<file path="src/rtl/cdb_arbiter.sv">
// cdb_arbiter: shares two common data buses among six execute-stage result
// producers. Grants up to two requesters per cycle, squashes mispredicted
// threads, promotes long-waiting requesters ahead of fixed priority, and
// registers the winning results onto cdb_0 / cdb_1.
module cdb_arbiter #(
  parameter int XLEN         = 64,
  parameter int PRN_BITS     = 6,
  parameter int ROB_BITS     = 5,
  parameter int STARVE_LIMIT = 4
) (
  input  logic                  clock,
  input  logic                  reset,
  input  logic [5:0]            req_valid,
  input  logic [5:0]            req_thread,
  input  logic [6*XLEN-1:0]     req_result,
  input  logic [6*PRN_BITS-1:0] req_prn,
  input  logic [6*ROB_BITS-1:0] req_rob,
  input  logic [5:0]            req_mispredict,
  input  logic                  mispredict_0,
  input  logic                  mispredict_1,
  output logic [5:0]            grant,
  output logic [5:0]            kill,
  output logic                  cdb_0_valid,
  output logic                  cdb_0_thread,
  output logic [XLEN-1:0]       cdb_0_result,
  output logic [PRN_BITS-1:0]   cdb_0_prn,
  output logic [ROB_BITS-1:0]   cdb_0_rob,
  output logic                  cdb_0_mispredict,
  output logic                  cdb_1_valid,
  output logic                  cdb_1_thread,
  output logic [XLEN-1:0]       cdb_1_result,
  output logic [PRN_BITS-1:0]   cdb_1_prn,
  output logic [ROB_BITS-1:0]   cdb_1_rob,
  output logic                  cdb_1_mispredict
);

  localparam logic [2:0] LIMIT = 3'(STARVE_LIMIT);

  // Unpacked per-requester payload views
  logic [XLEN-1:0]     res_a [6];
  logic [PRN_BITS-1:0] prn_a [6];
  logic [ROB_BITS-1:0] rob_a [6];

  logic [5:0] squash;
  logic [5:0] eligible;
  logic [5:0] starved;
  logic [2:0] age_q [6];
  logic [2:0] age_d [6];

  logic       f0, f1;
  logic [2:0] i0, i1;

  logic                cdb_0_valid_d, cdb_0_valid_q;
  logic                cdb_0_thread_d, cdb_0_thread_q;
  logic [XLEN-1:0]     cdb_0_result_d, cdb_0_result_q;
  logic [PRN_BITS-1:0] cdb_0_prn_d, cdb_0_prn_q;
  logic [ROB_BITS-1:0] cdb_0_rob_d, cdb_0_rob_q;
  logic                cdb_0_mispredict_d, cdb_0_mispredict_q;
  logic                cdb_1_valid_d, cdb_1_valid_q;
  logic                cdb_1_thread_d, cdb_1_thread_q;
  logic [XLEN-1:0]     cdb_1_result_d, cdb_1_result_q;
  logic [PRN_BITS-1:0] cdb_1_prn_d, cdb_1_prn_q;
  logic [ROB_BITS-1:0] cdb_1_rob_d, cdb_1_rob_q;
  logic                cdb_1_mispredict_d, cdb_1_mispredict_q;

  genvar gi;
  generate
    for (gi = 0; gi < 6; gi++) begin : g_req
      assign res_a[gi] = req_result[gi*XLEN +: XLEN];
      assign prn_a[gi] = req_prn[gi*PRN_BITS +: PRN_BITS];
      assign rob_a[gi] = req_rob[gi*ROB_BITS +: ROB_BITS];

      // Squash follows the requester's thread; reset masks everything so
      // grant/kill read as zero while reset is held.
      assign squash[gi]   = req_thread[gi] ? mispredict_1 : mispredict_0;
      assign kill[gi]     = reset & req_valid[gi] & squash[gi];
      assign eligible[gi] = reset & req_valid[gi] & ~squash[gi];
      assign starved[gi]  = eligible[gi] & (age_q[gi] == LIMIT);

      // Age grows only while eligible and passed over; saturates at the limit
      always_comb begin
        age_d[gi] = 3'd0;
        if (eligible[gi] && !grant[gi])
          age_d[gi] = (age_q[gi] == LIMIT) ? LIMIT : age_q[gi] + 3'd1;
      end

      // Age counter register
      always_ff @(posedge clock or negedge reset) begin
        if (!reset) age_q[gi] <= 3'd0;
        else        age_q[gi] <= age_d[gi];
      end
    end
  endgenerate

  // Pick the first two candidates: starved in index order, then the rest
  always_comb begin
    f0 = 1'b0;
    f1 = 1'b0;
    i0 = 3'd0;
    i1 = 3'd0;
    for (int p = 0; p < 2; p++) begin
      for (int i = 0; i < 6; i++) begin
        if ((p == 0) ? starved[i] : (eligible[i] & ~starved[i])) begin
          if (!f0) begin
            f0 = 1'b1;
            i0 = 3'(i);
          end else if (!f1) begin
            f1 = 1'b1;
            i1 = 3'(i);
          end
        end
      end
    end
    grant = 6'd0;
    if (f0) grant[i0] = 1'b1;
    if (f1) grant[i1] = 1'b1;
  end

  // Next broadcast contents; an empty bus carries all-zero fields
  always_comb begin
    cdb_0_valid_d      = f0;
    cdb_0_thread_d     = 1'b0;
    cdb_0_result_d     = '0;
    cdb_0_prn_d        = '0;
    cdb_0_rob_d        = '0;
    cdb_0_mispredict_d = 1'b0;
    cdb_1_valid_d      = f1;
    cdb_1_thread_d     = 1'b0;
    cdb_1_result_d     = '0;
    cdb_1_prn_d        = '0;
    cdb_1_rob_d        = '0;
    cdb_1_mispredict_d = 1'b0;
    if (f0) begin
      cdb_0_thread_d     = req_thread[i0];
      cdb_0_result_d     = res_a[i0];
      cdb_0_prn_d        = prn_a[i0];
      cdb_0_rob_d        = rob_a[i0];
      cdb_0_mispredict_d = req_mispredict[i0];
    end
    if (f1) begin
      cdb_1_thread_d     = req_thread[i1];
      cdb_1_result_d     = res_a[i1];
      cdb_1_prn_d        = prn_a[i1];
      cdb_1_rob_d        = rob_a[i1];
      cdb_1_mispredict_d = req_mispredict[i1];
    end
  end

  // Broadcast registers
  always_ff @(posedge clock or negedge reset) begin
    if (!reset) begin
      cdb_0_valid_q      <= 1'b0;
      cdb_0_thread_q     <= 1'b0;
      cdb_0_result_q     <= '0;
      cdb_0_prn_q        <= '0;
      cdb_0_rob_q        <= '0;
      cdb_0_mispredict_q <= 1'b0;
      cdb_1_valid_q      <= 1'b0;
      cdb_1_thread_q     <= 1'b0;
      cdb_1_result_q     <= '0;
      cdb_1_prn_q        <= '0;
      cdb_1_rob_q        <= '0;
      cdb_1_mispredict_q <= 1'b0;
    end else begin
      cdb_0_valid_q      <= cdb_0_valid_d;
      cdb_0_thread_q     <= cdb_0_thread_d;
      cdb_0_result_q     <= cdb_0_result_d;
      cdb_0_prn_q        <= cdb_0_prn_d;
      cdb_0_rob_q        <= cdb_0_rob_d;
      cdb_0_mispredict_q <= cdb_0_mispredict_d;
      cdb_1_valid_q      <= cdb_1_valid_d;
      cdb_1_thread_q     <= cdb_1_thread_d;
      cdb_1_result_q     <= cdb_1_result_d;
      cdb_1_prn_q        <= cdb_1_prn_d;
      cdb_1_rob_q        <= cdb_1_rob_d;
      cdb_1_mispredict_q <= cdb_1_mispredict_d;
    end
  end

  assign cdb_0_valid      = cdb_0_valid_q;
  assign cdb_0_thread     = cdb_0_thread_q;
  assign cdb_0_result     = cdb_0_result_q;
  assign cdb_0_prn        = cdb_0_prn_q;
  assign cdb_0_rob        = cdb_0_rob_q;
  assign cdb_0_mispredict = cdb_0_mispredict_q;
  assign cdb_1_valid      = cdb_1_valid_q;
  assign cdb_1_thread     = cdb_1_thread_q;
  assign cdb_1_result     = cdb_1_result_q;
  assign cdb_1_prn        = cdb_1_prn_q;
  assign cdb_1_rob        = cdb_1_rob_q;
  assign cdb_1_mispredict = cdb_1_mispredict_q;

endmodule

</file>
<file path="config.mk">
export PLATFORM = sky130hd
export DESIGN_NAME = cdb_arbiter
export DESIGN_NICKNAME = d
export VERILOG_FILES = /design/src/rtl/cdb_arbiter.sv
export SDC_FILE = /design/constraint.sdc
export NUM_CORES = 1
export LEC_CHECK = 0
export ABC_AREA = 1
export CORE_AREA = 3 3 247 249
export DETAILED_ROUTE_END_ITERATION = 6
export DIE_AREA = 0 0 250 252
export GPL_ROUTABILITY_DRIVEN = 0
export PLACE_DENSITY = 0.59
export SLEW_MARGIN = 40
export SYNTH_ARGS = -nofsm -noshare
export SYNTH_HDL_FRONTEND = slang
export SYNTH_SLANG_ARGS = --single-unit
</file>
<file path="constraint.sdc">
create_clock -name clock -period 5.3 [get_ports clock]
set_input_delay 1.06 -clock clock [delete_from_list [all_inputs] [get_ports clock]]
set_output_delay 1.06 -clock clock [all_outputs]
set_load 0.005 [all_outputs]
</file>
==> impl_metrics.py, run 1 <==
metrics = {
    "global_route": {
        "grt_pass1_vias": 20009,
        "grt_max_degree": 134,
        "antenna_found_initial": 14,
        "track_usage_pct": 25.88,
        "grt_pass1_wl_mm": 126.2,
        "grt_overflow": 0,
    },
    "sta": {
        "setup_viol": 0,
        "finClkSkew_ns": 0.01633,
        "holdWs_ns": 0.4640,
        "slew_headroom_pct": 45.39,
        "worst_pin_slew_ns": 0.8192,
        "post-route-period-util_pct": 96.54,
        "hold_violations": 0,
        "report.final.slew_viol_count": 0,
        "rsz0062_at_grt": "yes",
        "max_freq_ghz": 0.1954,
        "tns_ns": 0,
        "period_minus_slack_ns": 5.117,
    },
    "yosys": {
        "synth_ff_type": "dfrtp_1",
        "ys_warn_count": 0,
        "avgSynthCellArea_um2": 6.273,
        "synth_edf_count": 0,
        "ys_types": 39,
        "syn_inst": 2478,
        "netlist_area_um2": 15540,
        "ys_ff_latch": 174,
        "synthArstFlopShare_pct": 100.0,
        "ys_seq_area_share_pct": 28.01,
        "synth_nets": 2967,
    },
    "floorplan": {
        "coreArea_um2": 58910,
        "die_area_um2": 63000,
        "design.portCount": 640,
        "die_w_um": 250,
        "initial_core_util_pct": 26.39,
        "rows": 89,
        "fp.dieH_um": 252,
    },
    "clock_network": {
        "insertion_delay_ns": 0.49,
        "htree_levels": 4,
        "cts_num_sinks": 174,
        "postCtsHoldBufs": 0,
        "tritoncts": "built",
        "clk_path_buf_depth": 2,
        "cts-root-buf": "clkbuf_16",
        "numCtsBuffers": 17,
        "path_clk_slew_ns": 0.07,
    },
    "hold_path": {
        "worstHoldPathType": "flop to flop",
    },
    "job": {
        "cap_violations": 0,
    },
    "final_layout": {
        "num-fill-cells": 6193,
        "final_util_pct": 40.71,
        "fin_nets": 3526,
        "synthToLayoutAreaGrowth_pct": 54.28,
        "mostFrequentLayoutCells": "clkdlybuf4s50_1, nand2_1, nand3_1",
        "drive_above_1_share_pct": 8.131,
        "final_area_um2": 23980,
        "layout_commonest_cell": "clkdlybuf4s50_1",
    },
    "route": {
        "via_per_inst": 5.433,
        "finalWirelength_mm": 85.24,
        "drt_iter0_drc": 1744,
        "num_vias": 20825,
        "firstDrtPassIters": 6,
        "ant_nets": 0,
        "wire_per_inst_um": 22.24,
        "drc": 0,
    },
    "critical_path": {
        "worstPathArrival_ns": 4.06,
        "path_class": "input port to output port",
        "required_ns": 4.24,
        "crit_path_max_fanout": 5,
        "critPathLaunchType": "input port",
        "crit_path_end_kind": "output port",
    },
    "outcome": {
        "outcome": "finished clean",
    },
    "pwr": {
        "ir_worst_vdd_mv": 0.2629,
        "p_per_area_nw_per_um2": 224.6,
        "power_leakage_nw": 11.21,
    },
    "place": {
        "placed_area_um2": 23080,
        "port_buffers": 639,
        "place_hpwl_mm": 56.60,
    },
}
[registers in the layout, summed over array words and instances (netlist names)]
name and cells:
cdb_0_rob 5, cdb_1_valid 1, cdb_1_mispredict 1, cdb_0_valid 1, age_q 18, cdb_1_rob 5, cdb_0_result 64, cdb_0_thread 1
cdb_0_mispredict 1, cdb_1_result 64, cdb_0_prn 6, cdb_1_thread 1, cdb_1_prn 6
[worst max-delay path, stage by stage]
cell	delay, ns
clkdlybuf4s50_1	0.40
nand2_1	0.09
nor2_2	0.05
inv_2	0.06
nor2_4	0.04
buf_4	0.14
ha_1	0.19
inv_1	0.07
nand3_1	0.07
nand2_1	0.07
nand2_2	0.08
nor2_4	0.15
nand2_2	0.09
nor2_4	0.16
nand2_2	0.08
o21ai_4	0.28
nand3_4	0.19
nand2_4	0.12
nor2_4	0.04
nor2_4	0.08
nand2_2	0.08
or2_1	0.27
nand2_1	0.06
buf_2	0.12
[cell families after synthesis]
logic type / Yosys count / share of synthesized area, %
XOR/XNOR: 5 / 0.2817
AO/OA/AOI/OAI: 416 / 16.83
AND/OR/NAND/NOR: 1337 / 40.00
flip-flops: 174 / 28.01
adder cells (fa/ha/maj): 17 / 1.368
buffers and inverters: 529 / 13.51
[routing by layer]
| layer | share of wire, % | track usage [%] | routed length, µm | vias up |
|---|---|---|---|---|
| li1 | - | - | - | 9572 |
| met1 | 40 | 32.55 | 33670 | 9865 |
| met2 | 47 | 42.66 | 40410 | 1197 |
| met3 | 9.6 | 6.587 | 8205 | 179 |
| met4 | 3.4 | 9.972 | 2859 | 12 |
| met5 | 0.10 | 0 | 86 | - |
[final timing paths]
path,startpoint,endpoint,slack (ns),cells past startpoint
max in group asynchronous,reset,cdb_1_result[42],2.72,5
max reg2reg,age_q[15],cdb_1_result[53],0.77,25
min in group asynchronous,reset,cdb_0_thread,0.51,2
min,age_q[9],age_q[9],0.46,1
min reg2reg,age_q[9],age_q[9],0.46,1
max,req_valid[0],grant[0],0.18,24
[cells in the mapped netlist, types with 4 or more instances]
cell type | instances | area [µm²]
ha_1 | 17 | 212.7
inv_2 | 8 | 30.03
nand3_2 | 5 | 50.05
inv_1 | 287 | 1077
o22ai_1 | 6 | 37.54
nand3_1 | 399 | 1997
a31oi_1 | 79 | 494.2
clkbuf_1 | 145 | 544.3
buf_2 | 54 | 270.3
xor2_1 | 4 | 35.03
nand4_1 | 238 | 1489
a211oi_1 | 78 | 585.6
a21oi_1 | 159 | 795.8
nor3_1 | 4 | 20.02
nand2_1 | 556 | 2087
nor2_2 | 4 | 25.02
o21ai_0 | 10 | 50.05
a21boi_0 | 77 | 578.1
buf_4 | 10 | 75.07
buf_1 | 21 | 78.83
nor2_1 | 118 | 442.9
dfrtp_1 | 174 | 4354
[power breakdown]
part / switching, W / internal [W] / leakage (nW)
Clock: 0.000663 / 0.000771 / 0.297
Sequential: 0.0000764 / 0.00153 / 2.24
Combinational: 0.00123 / 0.00111 / 8.67
[through the flow]
step,total power [W],setup slack [ns],std cells
after global placement,0.003941,-0.6222,3788
after CTS,0.005409,-0.1271,3823
after detailed placement,0.003938,-0.6197,3788
after floorplan,0.002588,0.5420,2478
final,0.005387,0.1832,3833
after global routing,0.005666,-0.05026,3827
[cell type report]
type,count,area (µm²),area share (%)
timing repair buffer,772,7508,31.31
multi-input combinational,1775,9388,39.14
inverter,297,1125,4.690
clock buffer,20,456.7,1.904
tap,773,967.2,4.033
sequential,174,4354,18.16
antenna,10,25.02,0.1043
clock inverter,12,158.9,0.6626
[timing repair]
item	in CTS	in global routing
cloned	0	0
endpoints found under the setup margin	6	50
buffers inserted	3	2
resized for setup	48	37
pin swaps	8	28
No activity file was read; power rests on OpenSTA's default activity.
==> run 2: changes to the inputs <==
PLACE_DENSITY = 0.61   (was 0.59)
clock period = 4.15 ns   (was 5.3 ns; I/O delays follow)
==> run 2 against run 1 <==
The run now ends with negative setup slack left; sequential cell count is the same; wire length is essentially flat; die area is the same; via count grew 1.2%; sequential power grew 28%; register-to-register slack lost 0.56 ns; critical path depth shrank 3; setup slack lost 0.37 ns; highest routed layer unchanged.
==> impl_metrics.py, run 2 (synthesized netlist as in run 1, its figures left out) <==
metrics = {
    "floorplan": {
        "die_area_um2": 63000,
        "fp.dieH_um": 252,
        "die_w_um": 250,
        "rows": 89,
        "initial_core_util_pct": 26.39,
        "coreArea_um2": 58910,
        "design.portCount": 640,
    },
    "critical_path": {
        "critPathLaunchType": "input port",
        "cpLargestDelayFamily": "simple AND/OR/NAND/NOR gates",
        "cp_num_cells": 21,
        "regToRegSetupSlack_ns": 0.21,
        "crit_buf_inv": 6,
        "worstPathArrival_ns": 3.51,
        "timing.rr.start": "age_q[15]",
        "critPathSlowestCell": "clkdlybuf4s50_1",
        "timing.rr.end": "cdb_1_result[32]",
        "crit_path_end_kind": "output port",
        "crit_path_max_fanout": 5,
        "worstPathCellList": "clkdlybuf4s50_1 -> nand2_1 -> o21ai_2 -> nand3_2 -> nor2_4 -> nor2_2 -> buf_4 -> nor2_4 -> buf_4 -> inv_1 -> nor2_1 -> inv_1 -> nand2_1 -> nand2_1 -> nand4_1 -> nand2_2 -> nand2_8 -> nand3_4 -> or2_1 -> nand2_1 -> buf_2",
        "crit_top_cell": "nand2_1",
        "required_ns": 3.32,
        "r2r_cells": 26,
        "max_stage_delay_ns": 0.52,
        "path_class": "input port to output port",
        "critPathLaunch": "req_thread[5]",
        "critPathCapture": "grant[0]",
    },
    "outcome": {
        "failed_checks": "negative setup slack",
        "outcome": "complete, but fails checks",
    },
    "route": {
        "drt_iter0_drc": 2082,
        "wire_per_inst_um": 21.88,
        "num_vias": 21080,
        "ant_nets": 0,
        "firstDrtPassIters": 6,
        "via_per_inst": 5.407,
        "finalWirelength_mm": 85.29,
        "drc": 0,
    },
    "sta": {
        "rsz0062_at_grt": "yes",
        "hold_violations": 0,
        "tns_ns": -0.6390,
        "max_freq_ghz": 0.2303,
        "setup_ws_ns": -0.1914,
        "report.final.slew_viol_count": 0,
        "slew_headroom_pct": 45.75,
        "finClkSkew_ns": 0.01826,
        "worst_pin_slew_ns": 0.8138,
        "setup_viol": 6,
        "period_minus_slack_ns": 4.341,
        "post-route-period-util_pct": 104.6,
    },
    "final_layout": {
        "num-fill-cells": 6081,
        "fin_nets": 3590,
        "final_area_um2": 24790,
        "multi_input_area_um2": 9490,
        "layout.cells.non_filler": 3899,
        "layout_commonest_cell": "clkdlybuf4s50_1",
        "final_util_pct": 42.07,
        "mostFrequentLayoutCells": "clkdlybuf4s50_1, nand2_1, nand3_1",
        "drive_above_1_share_pct": 10.82,
        "layout.area.seq_um2": 4354,
        "synthToLayoutAreaGrowth_pct": 59.44,
    },
    "pwr": {
        "switchingPower_w": 0.002579,
        "clkPwrFrac_pct": 27.3,
        "pwr-share-comb_pct": 43.6,
        "ir_worst_vdd_mv": 0.3326,
        "p_seq_share_pct": 29.1,
        "p_per_area_nw_per_um2": 285.6,
        "swShare_pct": 36.44,
        "internal_power_w": 0.004499,
        "power_leakage_nw": 11.57,
    },
    "clock_network": {
        "postCtsHoldBufs": 0,
        "cts_num_sinks": 174,
        "tritoncts": "built",
        "clk_path_buf_depth": 2,
        "path_clk_slew_ns": 0.08,
        "insertion_delay_ns": 0.50,
        "numCtsBuffers": 17,
        "cts-root-buf": "clkbuf_16",
        "htree_levels": 4,
    },
    "global_route": {
        "grt_overflow": 0,
        "grt_pass1_wl_mm": 123.8,
        "grt_max_degree": 137,
        "grt_pass1_vias": 20151,
        "track_usage_pct": 25.30,
        "antenna_found_initial": 16,
    },
    "place": {
        "place_hpwl_mm": 56.40,
        "dpl.cell_count": 3822,
        "port_buffers": 639,
        "placed_area_um2": 23380,
    },
    "hold_path": {
        "worstHoldPathType": "input port to asynchronous set/reset pin",
    },
    "job": {
        "cap_violations": 0,
    },
}
## run 2: cell types whose count changed in the layout (fill, tap and decap cells not counted), moves of 4 or more
| cell | delta |
|---|---|
| inv_1 | -6 |
| o22ai_4 | +4 |
| clkdlybuf4s50_1 | -5 |
| nand2_1 | -5 |
| buf_6 | +9 |
| nand2_2 | +4 |
| clkbuf_16 | +5 |
| buf_4 | +48 |
| buf_2 | +4 |
| inv_2 | +5 |
## run 2: cell type report
type | instances | share of cell area (%)
Tap cell | 773 | 3.902
Antenna cell | 12 | 0.1212
Inverter | 297 | 4.574
Clock buffer | 19 | 1.827
Clock inverter | 13 | 0.8178
Timing Repair Buffer | 836 | 32.90
Multi-Input combinational cell | 1775 | 38.29
Sequential cell | 174 | 17.57
## run 2: stage by stage
step / setup slack (ns) / hold WS, ns / power, W
global placement: -1.068 / 0.4633 / 0.005050
CTS: -0.1838 / 0.3095 / 0.007052
finish: -0.1914 / 0.3418 / 0.007078
detailed placement: -1.144 / 0.4759 / 0.005051
floorplan: 0.01005 / 0.4408 / 0.003305
global route: -0.3442 / 0.3209 / 0.007419
## run 2: repair_timing
action	in CTS	in global routing
setup endpoints to repair	94	85
gates resized for setup	122	39
cloned	0	4
pin swaps	55	31
hold endpoints to repair	0	0
buffers inserted	19	12
## run 2: worst reg2reg max path, cell delays in order (launching register included)
cell and delay, ns:
dfrtp_1 0.36, inv_2 0.06, ha_4 0.17, nand2_4 0.09, nor2_4 0.05, inv_2 0.07
ha_4 0.16, nand4_1 0.14, nor2_2 0.16, nand2_2 0.10, inv_2 0.09, nand2_4 0.06
nor2_4 0.14, nand2_2 0.09, o21ai_4 0.26, o211ai_4 0.16, buf_4 0.17, buf_4 0.13
nand3_4 0.09, buf_4 0.12, buf_4 0.13, buf_6 0.20, clkbuf_16 0.35, nand2_1 0.10
nand3_1 0.08, nand3_1 0.07, nor2_1 0.22
## run 2: worst min-delay path by stage
| stage | cells after the start | end | slack (ns) |
|---|---|---|---|
| after global placement | 1 | age_q[0] | 0.46 |
| after floorplan | 1 | age_q[0] | 0.44 |
| after global routing | 2 | cdb_0_result[32] | 0.32 |
| after CTS | 2 | cdb_0_result[32] | 0.31 |
| after detailed placement | 1 | age_q[0] | 0.48 |
| final | 2 | age_q[2] | 0.34 |
## run 2: power by group through the flow
stage	combinational, W	sequential (W)	clock [W]
6_report	0.00308	0.00206	0.00194
5_1_grt	0.00330	0.00208	0.00203
4_1_cts	0.00301	0.00206	0.00198
3_5_place_dp	0.00296	0.00209	0
3_3_place_gp	0.00296	0.00209	0
2_1_floorplan	0.00120	0.00210	0
## run 2: metal layers
layer | part of all wire (%) | track usage (%) | vias up
li1 | - | - | 9700
met1 | 38 | 31.47 | 9799
met2 | 46 | 39.54 | 1360
met3 | 11 | 7.484 | 217
met4 | 4.8 | 13.55 | 4
met5 | 0.030 | 0 | -
==> run 3: changes to the inputs <==
HOLD_SLACK_MARGIN = 0.15   (was unset)
==> results of run 3 <==
Same layout as run 2: the final DEF is identical, and so are final timing and power.
